===== src/rtl/uart_alu_pkg.sv =====
// -----------------------------------------------------------------------------
// uart_alu_pkg
// Shared definitions for the UART-ALU sequencer:
//   - default operand/result width and opcode width
//   - sequencer state encoding (3 bits)
//   - helper that tells whether a state is one where the inter-byte timer runs
// -----------------------------------------------------------------------------
package uart_alu_pkg;

  localparam int NB_DATA_DEF = 8;
  localparam int NB_OP_DEF   = 6;

  typedef enum logic [2:0] {
    S_WAIT_A  = 3'd0,
    S_WAIT_OP = 3'd1,
    S_WAIT_B  = 3'd2,
    S_EXEC    = 3'd3,
    S_WAIT_TX = 3'd4
  } state_e;

  // The timer only guards the gaps inside a command (after operand A was seen).
  function automatic logic is_rx_state(input state_e st);
    return (st == S_WAIT_OP) || (st == S_WAIT_B);
  endfunction

endpackage


===== src/rtl/uart_alu_timeout.sv =====
// -----------------------------------------------------------------------------
// uart_alu_timeout
// Loadable down-counter used as the inter-byte timeout of the sequencer.
// Ports:
//   clk, rst_n  : clock, asynchronous active-low reset (count cleared to 0)
//   clear       : synchronous clear of the count (highest priority)
//   load        : load load_value into the count
//   load_value  : reload value (timeout length minus one)
//   enable      : count down by one per cycle, saturating at zero
//   expire      : combinational strobe, enable high while the count is zero
// -----------------------------------------------------------------------------
module uart_alu_timeout #(
  parameter int NB_TIMER = 18
) (
  input  logic                clk,
  input  logic                rst_n,
  input  logic                clear,
  input  logic                load,
  input  logic [NB_TIMER-1:0] load_value,
  input  logic                enable,
  output logic                expire
);

  localparam logic [NB_TIMER-1:0] CNT_ZERO = {NB_TIMER{1'b0}};
  localparam logic [NB_TIMER-1:0] CNT_ONE  = {{(NB_TIMER-1){1'b0}}, 1'b1};

  logic [NB_TIMER-1:0] count_r;

  // Count register: clear, reload or decrement towards zero.
  always_ff @(posedge clk or negedge rst_n) begin
    if (!rst_n) begin
      count_r <= CNT_ZERO;
    end else if (clear) begin
      count_r <= CNT_ZERO;
    end else if (load) begin
      count_r <= load_value;
    end else if (enable && (count_r != CNT_ZERO)) begin
      count_r <= count_r - CNT_ONE;
    end else begin
      count_r <= count_r;
    end
  end

  // Expiry is reported in the last allowed waiting cycle, so the caller can
  // leave the state on the following edge.
  assign expire = enable && (count_r == CNT_ZERO);

endmodule


===== src/rtl/uart_alu_ctrl.sv =====
// -----------------------------------------------------------------------------
// uart_alu_ctrl
// Sequencer between UART rx/tx and a combinational ALU. Collects operand A,
// opcode and operand B, lets the ALU settle for one cycle, sends the result
// through the transmitter and waits for it to finish. An incomplete command
// is aborted after TIMEOUT_CYCLES idle clocks and flagged on o_err.
// Ports:
//   i_clk, i_rst   : clock, asynchronous active-low reset
//   i_rx_done      : one-cycle strobe, i_rx_data holds a received byte
//   i_rx_data      : received byte
//   i_tx_done      : one-cycle strobe, transmitter finished the frame
//   o_tx_start     : one-cycle strobe, start sending o_tx_data
//   o_tx_data      : byte to transmit (captured ALU result)
//   o_data_a/b     : ALU operands, held until overwritten
//   o_opcode       : ALU opcode (low NB_OP bits of the opcode byte)
//   i_alu_result   : combinational ALU result
//   o_busy         : high whenever the sequencer is not idle in S_WAIT_A
//   o_err          : one-cycle strobe on timeout abort
// -----------------------------------------------------------------------------
module uart_alu_ctrl
  import uart_alu_pkg::*;
#(
  parameter int NB_DATA        = NB_DATA_DEF,
  parameter int NB_OP          = NB_OP_DEF,
  parameter int TIMEOUT_CYCLES = 200000,
  parameter int NB_TIMER       = 18
) (
  input  logic               i_clk,
  input  logic               i_rst,
  input  logic               i_rx_done,
  input  logic [NB_DATA-1:0] i_rx_data,
  input  logic               i_tx_done,
  output logic               o_tx_start,
  output logic [NB_DATA-1:0] o_tx_data,
  output logic [NB_DATA-1:0] o_data_a,
  output logic [NB_DATA-1:0] o_data_b,
  output logic [NB_OP-1:0]   o_opcode,
  input  logic [NB_DATA-1:0] i_alu_result,
  output logic               o_busy,
  output logic               o_err
);

  localparam logic [NB_TIMER-1:0] TIMEOUT_LOAD = NB_TIMER'(TIMEOUT_CYCLES - 1);

  state_e             state_r, state_s;
  logic [NB_DATA-1:0] data_a_r, data_a_s;
  logic [NB_DATA-1:0] data_b_r, data_b_s;
  logic [NB_OP-1:0]   opcode_r, opcode_s;
  logic [NB_DATA-1:0] tx_data_r, tx_data_s;
  logic               tx_start_r, tx_start_s;
  logic               busy_r, busy_s;
  logic               err_r, err_s;
  logic               tm_clear_s, tm_load_s, tm_enable_s, tm_expire_s;

  // A byte arriving in the expiry cycle stops the countdown, so the byte wins.
  assign tm_enable_s = is_rx_state(state_r) && !i_rx_done;

  uart_alu_timeout #(
    .NB_TIMER (NB_TIMER)
  ) u_timeout (
    .clk        (i_clk),
    .rst_n      (i_rst),
    .clear      (tm_clear_s),
    .load       (tm_load_s),
    .load_value (TIMEOUT_LOAD),
    .enable     (tm_enable_s),
    .expire     (tm_expire_s)
  );

  // Next-state, next-register and timer-control decode.
  always_comb begin
    state_s    = state_r;
    data_a_s   = data_a_r;
    data_b_s   = data_b_r;
    opcode_s   = opcode_r;
    tx_data_s  = tx_data_r;
    tx_start_s = 1'b0;
    err_s      = 1'b0;
    tm_clear_s = 1'b0;
    tm_load_s  = 1'b0;
    case (state_r)
      S_WAIT_A: begin
        if (i_rx_done) begin
          data_a_s  = i_rx_data;
          tm_load_s = 1'b1;
          state_s   = S_WAIT_OP;
        end else begin
          tm_clear_s = 1'b1;
        end
      end
      S_WAIT_OP: begin
        if (i_rx_done) begin
          opcode_s  = i_rx_data[NB_OP-1:0];
          tm_load_s = 1'b1;
          state_s   = S_WAIT_B;
        end else if (tm_expire_s) begin
          // Abort: captured operands stay as they are.
          err_s   = 1'b1;
          state_s = S_WAIT_A;
        end else begin
          state_s = S_WAIT_OP;
        end
      end
      S_WAIT_B: begin
        if (i_rx_done) begin
          data_b_s   = i_rx_data;
          tm_clear_s = 1'b1;
          state_s    = S_EXEC;
        end else if (tm_expire_s) begin
          err_s   = 1'b1;
          state_s = S_WAIT_A;
        end else begin
          state_s = S_WAIT_B;
        end
      end
      S_EXEC: begin
        // Operands became stable on the previous edge; the ALU output is valid now.
        tx_data_s  = i_alu_result;
        tx_start_s = 1'b1;
        tm_clear_s = 1'b1;
        state_s    = S_WAIT_TX;
      end
      S_WAIT_TX: begin
        tm_clear_s = 1'b1;
        if (i_tx_done) begin
          state_s = S_WAIT_A;
        end else begin
          state_s = S_WAIT_TX;
        end
      end
      default: begin
        tm_clear_s = 1'b1;
        state_s    = S_WAIT_A;
      end
    endcase
    // Derived from the next state so the registered flag tracks the state exactly.
    busy_s = (state_s != S_WAIT_A);
  end

  // State and output registers.
  always_ff @(posedge i_clk or negedge i_rst) begin
    if (!i_rst) begin
      state_r    <= S_WAIT_A;
      data_a_r   <= {NB_DATA{1'b0}};
      data_b_r   <= {NB_DATA{1'b0}};
      opcode_r   <= {NB_OP{1'b0}};
      tx_data_r  <= {NB_DATA{1'b0}};
      tx_start_r <= 1'b0;
      busy_r     <= 1'b0;
      err_r      <= 1'b0;
    end else begin
      state_r    <= state_s;
      data_a_r   <= data_a_s;
      data_b_r   <= data_b_s;
      opcode_r   <= opcode_s;
      tx_data_r  <= tx_data_s;
      tx_start_r <= tx_start_s;
      busy_r     <= busy_s;
      err_r      <= err_s;
    end
  end

  assign o_tx_start = tx_start_r;
  assign o_tx_data  = tx_data_r;
  assign o_data_a   = data_a_r;
  assign o_data_b   = data_b_r;
  assign o_opcode   = opcode_r;
  assign o_busy     = busy_r;
  assign o_err      = err_r;

endmodule


===== config.mk =====
export PLATFORM = sky130hd
export DESIGN_NAME = uart_alu_ctrl
export DESIGN_NICKNAME = d
export VERILOG_FILES = /design/src/rtl/uart_alu_pkg.sv /design/src/rtl/uart_alu_timeout.sv /design/src/rtl/uart_alu_ctrl.sv
export SDC_FILE = /design/constraint.sdc
export NUM_CORES = 1
export LEC_CHECK = 0
export CAP_MARGIN = 0
export CORE_ASPECT_RATIO = 1.4
export CORE_MARGIN = 8
export CORE_UTILIZATION = 35
export CTS_CLUSTER_DIAMETER = 60
export CTS_CLUSTER_SIZE = 16
export DETAILED_ROUTE_END_ITERATION = 16
export PLACE_DENSITY = 0.58
export SYNTH_ARGS = -nofsm -noshare
export SYNTH_HDL_FRONTEND = slang
export SYNTH_SLANG_ARGS = --single-unit
export TNS_END_PERCENT = 30

===== constraint.sdc =====
create_clock -name i_clk -period 3.96 [get_ports i_clk]
set_input_delay 0.99 -clock i_clk [delete_from_list [all_inputs] [get_ports i_clk]]
set_output_delay 0.99 -clock i_clk [all_outputs]
set_load 0.01 [all_outputs]

==> results.txt, run 1 <==
Setup repair after global routing left no endpoint under its margin. The maximum clock path buffer count came out at 2. Setup violations remaining at the end of the flow were counted as 0. The count of unique library cells instantiated by Yosys is 43. The initial antenna violation count is 0. The run finished with clean final reports.

The biggest area contributor in the post-synthesis netlist is dfrtp_1. The total count of max-transition violations in the final report was 0. By area the synthesized netlist is led by dfrtp_1 (55%), mux2_2 (14%), nand2b_1 (2.5%). The average cell area after synthesis is 12.0 um2.

In this run, post-CTS hold repair placed 0 buffers. The post-synthesis register bit count is 54. The number of gates given a new drive strength after cts is 0.

At the end of routability-driven placement, the weighted congestion stood at 0.726. The vias per cell came out at 5.04. The final number of hold-violating endpoints is 0. By instance count, the leading cell after synthesis is dfrtp_1.

The cell at the root of the clock tree is clkbuf_8. The number of antenna diodes came out at 0. The clock tree synthesis step divided the H-tree into 2 levels. Cells with a size suffix above 1 make up 17.8% of the layout. The total congestion overflow came out at 0.

The floorplan has 36 rows. Global routing consumed, on the met1 layer, 13.2% of the routing resources. The worst-case IR drop observed on VDD is 0.401 mV. The area of the mapped netlist is around 2500 um2. The synthesized design devotes to its leading area cell type 55.0% of total area. The global-route usage over all layers is a little under an eighth. The die covers 9990 um2. The average detailed-routed wire length per instance is 15.7 um. The worst register-to-register path begins at u_timeout.count_r[12]. The post-synthesis async set-or-reset flop share came out at 100%. Overall power consumption after layout is estimated at 2.48 mW. The pin count of the biggest net entering global routing came out at 29. The number of ports placed on the die boundary is 53.

The worst clock skew on the final layout came out at 0.0110 ns. The net count after synthesis came out at 226. The actual slew at the worst max-slew pin is 0.755 ns. Static timing analysis puts the maximum clock frequency at 0.386 GHz.

The post-detailed-route DRC marker count came out at 0. The worst-path maximum fanout is 8. The kind of start point of the critical path is an input pin. The detailed-route via count is roughly 1800. The fill cell instance count of the final layout came out at about 640.

The clock-pin slew on the worst setup and hold paths came out at 0.09 ns. The critical path start-end classification is input pin to flip-flop. The initial cell density of the core came out at 35.6%. The critical path launch point is i_rx_done. Summed over all nets, the half-perimeter wirelength after detailed placement is 4100 um. After layout, the worst path uses 65.5% of the clock period.

The clock latency at the later pin of the worst-skew pair is 0.31 ns. STA classifies the critical path endpoint as a flip-flop. For the finished layout, the period the worst path requires is around 2.6 ns.

The core area is 6890 um2. met2 is the most crowded layer. Once detail routing completed, the nets flagged for antenna violations numbered 0. The number of clock sinks seen by CTS is 54. The register area share after synthesis came out at 55.0%. The chip height is 115 um. The TritonCTS clock tree is yes. Counting every instance in the synthesized netlist gives 204. Buffers placed on the I/O ports in this run total 52. The wire length of the first global-routing pass came out at just over 9000 um. The worst hold path begins at o_tx_data[3]. The arrival time of the worst setup path is 2.79 ns. The total power density per cell area came out at roughly 780 nW/um2. The total leakage power came out at 1.27 nW. The initial DRC count is 70. Yosys printed 0 warnings. The remaining max-slew budget at the tightest pin came out at 49.4%. The worst path required time is 4.15 ns. The path class of the tightest hold or removal check is flip-flop to flip-flop. The number of synthesized flops with an enable pin is 0. The met2 usage came out at a little under a fifth.

The total length of routed wires came out at 5570 um. In the synthesized netlist, the cells that appear most often are dfrtp_1 (54), mux2_2 (30), o21ai_0 (12), nand2_1 (11), nand2b_1 (10). The number of maximum-capacitance violations came out at 0.

The number of nets in the layout is 281. The total negative slack came out at 0 ns. The total setup buffers inserted after CTS is 0. The cell count after placement came out at 347. In this run, CTS created clock tree buffers numbering 5.

The most used flip-flop cell after synthesis is dfrtp_1. The met3 track demand over resource came out at 5.94%. The first detailed-routing pass ran for 4 iterations. The floorplan step set the die width to 86.8 um. The area added between synthesis and finish came out at 29.9%. The via count of the first global-routing pass is about 1900. The count of non-filler cells in the finished layout came out at ~350.
==> per-layer routing <==
| layer | up-vias | wire length [um] |
|---|---|---|
| met2 | 50 | 2660 |
| met5 | - | 0 |
| li1 | 853 | - |
| met3 | 5 | 488 |
| met4 | 0 | 78 |
| met1 | 876 | 2350 |
==> state kept, by name, summed over array words and instances, names as in the netlist <==
register	flops
u_timeout.count_r	18
o_data_a	8
o_data_b	8
o_tx_data	8
o_opcode	6
state_r	3
o_busy	1
o_err	1
o_tx_start	1
==> per-stage QoR <==
stage | worst slack [ns] | hold WS (ns) | cell area (um2) | utilization, %
5_1_grt | 1.23 | 0.530 | 3190 | 46.3
6_report | 1.37 | 0.507 | 3190 | 46.3
4_1_cts | 1.34 | 0.516 | 3190 | 46.3
2_1_floorplan | 1.95 | 0.484 | 2460 | -
3_5_place_dp | 1.01 | 0.495 | 3080 | 44.6
3_3_place_gp | 1.05 | 0.486 | 3080 | 44.6
==> worst max-delay path, stage by stage <==
cell             delay [ns]
clkdlybuf4s50_1        0.60
nand2_1                0.18
nor3_2                 0.60
mux2_2                 0.42
==> cells in the final DEF, fill, tap and decap left out, types with 2 or more instances in the layout <==
| master | Yosys | routed |
|---|---|---|
| dfrtp_1 | 54 | 54 |
| clkdlybuf4s50_1 | 0 | 51 |
| mux2_2 | 30 | 30 |
| o21ai_0 | 12 | 12 |
| nand2_1 | 11 | 11 |
| nand2b_1 | 10 | 10 |
| nor2_1 | 8 | 8 |
| nor3_1 | 6 | 6 |
| mux2i_1 | 6 | 6 |
| clkbuf_8 | 0 | 6 |
| inv_1 | 5 | 5 |
| nand3_1 | 5 | 5 |
| nor4_1 | 5 | 5 |
| xnor2_1 | 4 | 4 |
| a211oi_1 | 4 | 4 |
| or3_1 | 3 | 3 |
| nand4_1 | 3 | 3 |
| or4_1 | 2 | 2 |
| a21oi_1 | 2 | 2 |
| or3b_2 | 2 | 2 |
| xor2_1 | 2 | 2 |
| and2_1 | 2 | 2 |
| ha_1 | 2 | 2 |
| buf_4 | 0 | 2 |
==> power by group <==
group / internal (mW) / switching [mW] / leakage [nW]
clock: 0.202 / 0.173 / 0.0573
sequential: 0.785 / 0.177 / 0.664
combinational: 0.628 / 0.512 / 0.547
==> logic make-up (layout without fill, tap and decap cells) <==
logic type | Yosys count | after routing | share of synthesized area (%)
and+or+nand+nor | 65 | 65 | 15.5
DFF | 54 | 54 | 55.0
muxes | 36 | 36 | 16.2
AOI/OAI and AO/OA | 30 | 30 | 8.20
buffers and inverters | 11 | 66 | 1.94
xor gates and xnor gates | 6 | 6 | 2.14
adders and majority gates | 2 | 2 | 1.02
==> layout make-up <==
class	instances	area, um2	area share, %
Inverter	5	18.8	0.588
Timing Repair Buffer	54	531	16.6
Clock buffer	6	82.6	2.59
Clock inverter	1	30.0	0.942
Multi-Input combinational cell	139	1060	33.2
Tap cell	95	119	3.73
Sequential cell	54	1350	42.4
==> path summary, 6_finish.rpt <==
path	end	slack [ns]	depth (start not counted)
max in group asynchronous	u_timeout.count_r[0]	2.46	2
hold reg to reg	o_tx_data[3]	0.51	1
hold / removal	o_tx_data[3]	0.51	1
setup reg to reg	u_timeout.count_r[5]	1.79	4
min in group asynchronous	u_timeout.count_r[12]	0.69	1
setup / recovery	o_data_a[7]	1.37	4
No activity file was read; power rests on OpenSTA's default activity.
==> inputs of run 2 (changes only) <==
--- a/config.mk
+++ b/config.mk
@@ -12,7 +12,7 @@
 export CTS_CLUSTER_DIAMETER = 60
 export CTS_CLUSTER_SIZE = 16
 export DETAILED_ROUTE_END_ITERATION = 16
-export PLACE_DENSITY = 0.58
+export PLACE_DENSITY = 0.6
 export SYNTH_ARGS = -nofsm -noshare
 export SYNTH_HDL_FRONTEND = slang
 export SYNTH_SLANG_ARGS = --single-unit
==> constraint.sdc (replaced) <==
create_clock -name i_clk -period 2.3 [get_ports i_clk]
set_input_delay 0.575 -clock i_clk [delete_from_list [all_inputs] [get_ports i_clk]]
set_output_delay 0.575 -clock i_clk [all_outputs]
set_load 0.01 [all_outputs]
==> run 2 against run 1 <==
Combinational power up 83%. Clock skew is 0.0055 ns lower. Highest routed layer unchanged. Sequential cell count is the same. Global-route usage is 0.49 points higher. Sequential power is 73% higher. Critical path type is now flip-flop to flip-flop. Largest power group unchanged.
==> results.txt, run 2 (same netlist as run 1, synthesis figures left out) <==
The worst setup path is captured at a flip-flop. The arrival time of the worst setup path is 2.32 ns (-0.47 ns). The total negative slack is 0 ns (unchanged). The number of antenna diodes came out at 0 (unchanged). The pin count of the biggest net entering global routing came to 23 (-21%). The number of nets in the layout came to 293 (+4.3%). The clock-pin slew on the worst setup and hold paths is 0.10 ns (about the same).

The first-pass iteration count of the detailed router is 4 (unchanged). The kind of start point of the critical path is a flip-flop. The clock latency at the later pin of the worst-skew pair came out at 0.31 ns (about the same). The horizontal die dimension came out at 86.8 um (unchanged).

The worst clock skew on the final layout came out at 0.00546 ns (-0.00549 ns). The largest voltage drop on the vdd net came out at 0.671 mV (+67%). The worst path required time is 2.53 ns (-1.62 ns). The number of buffers added by the clock tree synthesis step is 5 (unchanged).

The logic gate share of total power is 48.8% (+2.8 points). The flow ran to the end, and the final reports show no timing, DRC or antenna violations. The initial cell density of the core is 35.6% (unchanged). The initial DRC count came out at 88 (+26%). The signal on the critical path passes through inv_1 > ha_1 > or3b_2 > a2111oi_0 > mux2i_1.

The number of gates given a new drive strength after cts is 0 (unchanged). The tightest min-delay check is of the input pin to async pin type. The sequential share of power came to 38.6% (-0.2 points). The TritonCTS clock tree is yes. The most frequent standard cell in the layout excluding fill and tap cells is dfrtp_1.

The total count of max-transition violations in the final report came to 0 (unchanged). The number of core rows came out at 36 (unchanged). The worst-path maximum fanout is 4 (-4). The total setup buffers inserted after CTS came out at 0 (unchanged). The cell count after placement came out at 359 (+3.5%). The final number of hold-violating endpoints came out at 0 (unchanged). Setup repair after global routing left no endpoint under its margin.

The number of nets with antenna violations after detailed routing came out at 0 (unchanged). In this design, the largest share of critical-path delay is due to compound AO/OA/AOI/OAI gates. The number of clock sinks seen by CTS is 54 (unchanged). The total leakage power is 1.32 nW (+3.8%). The library cells used most frequently in the layout, excluding fill and tap cells, are dfrtp_1 (54), clkdlybuf4s50_1 (51), mux2_2 (30). The power share of the clock group came out at 12.5% (-2.7 points). The share of layout cells above drive strength 1 came out at 21.4% (+3.6 points).

The total number of H-tree levels was 2 (unchanged). The post-layout minimum cycle time came out at roughly 2.1 ns. The placer congestion estimate is 0.805 (+11%).

The count of non-filler cells in the finished layout came to 366 (+3.4%). Tracing the worst setup path back leads to its startpoint at u_timeout.count_r[0]. The number of buffers added on ports came to 52 (unchanged). The area added between synthesis and finish came out at 32.5%. The buffer and inverter count on the worst path is 1 (unchanged). In this run the critical register-to-register path is launched from u_timeout.count_r[0]. The register-to-register path setup slack came out at 0.21 ns (-1.58 ns). The core area is 6890 um2 (unchanged). The detailed-route via count came out at 1810 (+1.5%). The vias per cell is 4.95 (-1.9%). The total length of routed wires came out at 5710 um (+2.6%).

The worst hold margin is 0.215 ns (-0.292 ns). The slowest stage of the critical path is the a2111oi_0 cell. The reported net switching power is 1.54 mW (+79%). The initial antenna violation count is 0 (unchanged). The number of maximum-capacitance violations is 0 (unchanged). The remaining max-slew budget at the tightest pin is 62.2% (+13 points). The number of hold buffers added after CTS came out at 0 (unchanged). The half-perimeter wire length after detailed placement came to 4330 um (+5.6%). The final period utilization came out at around 91%. The average detailed-routed wire length per instance came out at 15.6 um (-0.76%). The switching power share of the total came out at 35.9% (+1.1 points). The design internal power was 2.75 mW (+70%). The post-detailed-route DRC marker count was 0 (unchanged). The setup-violating endpoint count in the final report is 0 (unchanged). The wire length of the first global-routing pass is 9640 um (+4.7%).

The upper clock frequency limit is ~0.48 GHz. More flip-flops sit in one register than any other, and that register is u_timeout.count_r. The cell sitting at the root of the clock tree is a clkbuf_8. The via count of the first global-routing pass came to 1943 (+4.2%). The critical path start-end classification is flip-flop to flip-flop. The global-route usage over all layers came to 12.2% (+0.49 points). The total power density per cell area is 1320 nW/um2 (+70%). The fill cell instance count of the final layout is 624 (-2.0%). The actual slew at the worst max-slew pin is 0.552 ns (-0.203 ns). The total congestion overflow came out at 0 (unchanged).

The number of ports placed on the die boundary is 53 (unchanged). The largest stage delay on the critical path came out at 0.56 ns (-0.04 ns). The full die area is 9990 um2 (unchanged). The total power after layout came out at 4.29 mW (+73%). The maximum clock path buffer count came to 2 (unchanged). The number of flip-flops under the largest register name is 18 (unchanged). The chip height was 115 um (unchanged).
-- run 2: changes by cell type in the layout (fill, tap and decap cells not counted) --
| cell | change |
|---|---|
| buf_4 | +12 |
| bufinv_16 | -1 |
| clkbuf_8 | -1 |
| inv_6 | +2 |
-- run 2: through the flow --
stage	utilization, %	instance area [um2]	worst slack, ns
3_5_place_dp	46.0	3170	0.0681
5_1_grt	47.2	3250	0.0796
2_1_floorplan	-	2460	0.374
3_3_place_gp	46.0	3170	0.163
6_report	47.2	3250	0.207
4_1_cts	47.2	3250	0.220
-- run 2: path summary, 6_finish.rpt --
| path | to | cells after the start |
|---|---|---|
| min in group i_clk | o_tx_data[5] | 1 |
| max | u_timeout.count_r[6] | 5 |
| min | o_data_a[3] | 1 |
| min reg2reg | o_tx_data[5] | 1 |
| max in group asynchronous | u_timeout.count_r[1] | 2 |
| max reg2reg | u_timeout.count_r[6] | 5 |
-- run 2: power groups by stage --
stage | Sequential [mW] | Combinational, mW | Clock (mW)
6_report | 1.66 | 2.09 | 0.538
5_1_grt | 1.72 | 2.29 | 0.604
4_1_cts | 1.66 | 2.13 | 0.565
3_5_place_dp | 1.68 | 2.11 | 0
3_3_place_gp | 1.66 | 2.09 | 0
2_1_floorplan | 1.73 | 1.03 | 0
-- run 2: cell type report --
class / instances / area, um2 / area share, %
clock buffer: 5 / 68.8 / 2.12
clock inverter: 2 / 17.5 / 0.538
inverter: 5 / 18.8 / 0.577
multi-input combinational: 139 / 1060 / 32.5
sequential: 54 / 1350 / 41.5
tap: 95 / 119 / 3.65
timing repair buffer: 66 / 621 / 19.1
-- run 2: layer usage --
layer  up-vias  routed length (um)  global-route usage, %
met1       868                2310                   14.0
met5         -                   0                      0
li1        886                   -                      -
met2        46                2870                   19.7
met4         0                 124                   4.73
met3        10                 410                   5.15
==> edit (config.mk and constraints of run 2) <==
The package constant `NB_DATA_DEF` goes from 8 to 16.
--- a/src/rtl/uart_alu_pkg.sv
+++ b/src/rtl/uart_alu_pkg.sv
@@ -9,3 +9,3 @@
 
-  localparam int NB_DATA_DEF = 8;
+  localparam int NB_DATA_DEF = 16;
   localparam int NB_OP_DEF   = 6;
Ports: changed (5 resized); port bits go from 53 to 93. No check against the original RTL was run, so the function may have changed too.
==> edit against run 2 <==
  * Final area is 48% higher
  * Core utilization increased by 4.0 points
  * Area after synthesis grew 37%
  * Sequential cell count rose by 24
  * Total power up 62%
  * Clock power increased to 2.5 times the old value
  * Routed wire length increased by 42%
  * Setup slack worse by 33 ps
  * Count of clock-buffer cells in the layout increased by 4
  * Die area up 30%
  * Cell count is 39% higher
==> edit: results (changes against run 2) <==
The logs give 4.21 ps (-1.25 ps) for the clock tree skew after final layout and 431 (+47%) for the net total in the final layout. Cell at the root of the clock tree: sky130_fd_sc_hd__clkbuf_16. The complex-gate fraction of the synthesized area works out to 7.27% (-0.93 points).

The area share of the largest cell type after synthesis works out to 58.1% (+3.1 points). The violation count after the first detailed-routing iteration was 65 (-26%). The measured slew at the worst slew-check pin was 564 ps (+11.8 ps); the worst reg2reg path depth was 6 (+1).

The count of buffers from port buffering was 92 (+77%). The commonest cells after synthesis are sky130_fd_sc_hd__dfrtp_1, sky130_fd_sc_hd__nand2_1, sky130_fd_sc_hd__mux2_2. The vias per cell is 4.92 (-0.57%). The global-route usage over all layers was 13.1% (+0.88 points). The run gives 492 (+37%) as the number of cells in the design after placement. The post-synthesis sequential area ratio was 58.1% (+3.1 points). The total CTS buffers is 9 (+4). The worst vdd rail ir drop was 0.000777 V (+16%); the final weighted congestion in routability-driven placement was 0.756 (-6.0%). The detailed-placement wirelength estimate is 6030 um (+39%), and the biggest cell delay along the critical path is 430 ps (-130 ps). The xor-xnor portion of the synthesized cell area was 1.83% (-0.31 points); the largest net degree at the start of global routing was 40 (+74%). The proportion of synthesized area in mux cells came out at 13.7% (-2.5 points). For this design, the slowest cell found on the critical path is sky130_fd_sc_hd__nor3b_1. The synthesized netlist net count was 322 (+42%). Number of levels in the clock H-tree: 3 (+1).

The via count of the first global-routing pass came out at 2781 (+43%). The number of filler cells placed in the layout was 833 (+33%); the post-detailed-placement cell area was 0.00453 mm^2 (+43%). The run finished with clean final reports. The routed wire length was 8110 um (+42%).

Sorting the synthesized cells by area gives the leading types as sky130_fd_sc_hd__dfrtp_1, sky130_fd_sc_hd__mux2_2, sky130_fd_sc_hd__nand2_1. The post-route non-filler standard cell count is 507 (+39%). Fraction of final layout cells with drive strength greater than 1: 19.9% (-1.5 points). The distinct cell type count after synthesis is 46 (+7.0%). Post-synthesis adder-cell area fraction: 0.745% (-0.27 points).
edit: area by class of cell:
type | count | area share [%]
tap | 110 | 2.86
clock inverter | 6 | 1.27
sequential | 78 | 40.5
timing repair buffer | 108 | 22.3
clock buffer | 9 | 4.68
multi-input combinational | 192 | 28.0
inverter | 4 | 0.312
edit: per-stage QoR:
stage	setup WS, ps	hold slack, ps	util, %
6_report	175	218	51.2
4_1_cts	174	224	51.2
3_3_place_gp	42.5	457	48.1
3_5_place_dp	11.6	462	48.1
5_1_grt	16.5	238	51.2
2_1_floorplan	434	279	-
edit: cells by family after synthesis:
family          count (synthesis)
mux                            41
simple gates                  107
flops                          78
compound gates                 35
buf+inv                        14
xor+xnor                        7
fa+ha+maj                       2
edit: path summary, 6_finish.rpt:
kind                                       from              endpoint  slack [ps]
max in group asynchronous                 i_rst  u_timeout.count_r[7]        1480
hold / removal                            i_rst          o_data_a[12]         220
setup / recovery           u_timeout.count_r[0]  u_timeout.count_r[1]         170
min in group i_clk                o_tx_data[12]         o_tx_data[12]         470
setup reg to reg           u_timeout.count_r[0]  u_timeout.count_r[1]         170
hold reg to reg                   o_tx_data[12]         o_tx_data[12]         470
edit: per-layer routing:
| metal | global-route usage (%) | wire length (um) | up-vias |
|---|---|---|---|
| met5 | 0 | 0 | - |
| met4 | 6.08 | 131 | 0 |
| met3 | 3.86 | 395 | 9 |
| met2 | 22.5 | 4290 | 53 |
| met1 | 14.3 | 3280 | 1216 |
| li1 | - | - | 1215 |
edit: power by group:
part           switching (uW)  internal (uW)
combinational            1410           1750
sequential                413           2000
clock                     527            831
total                    2360           4580
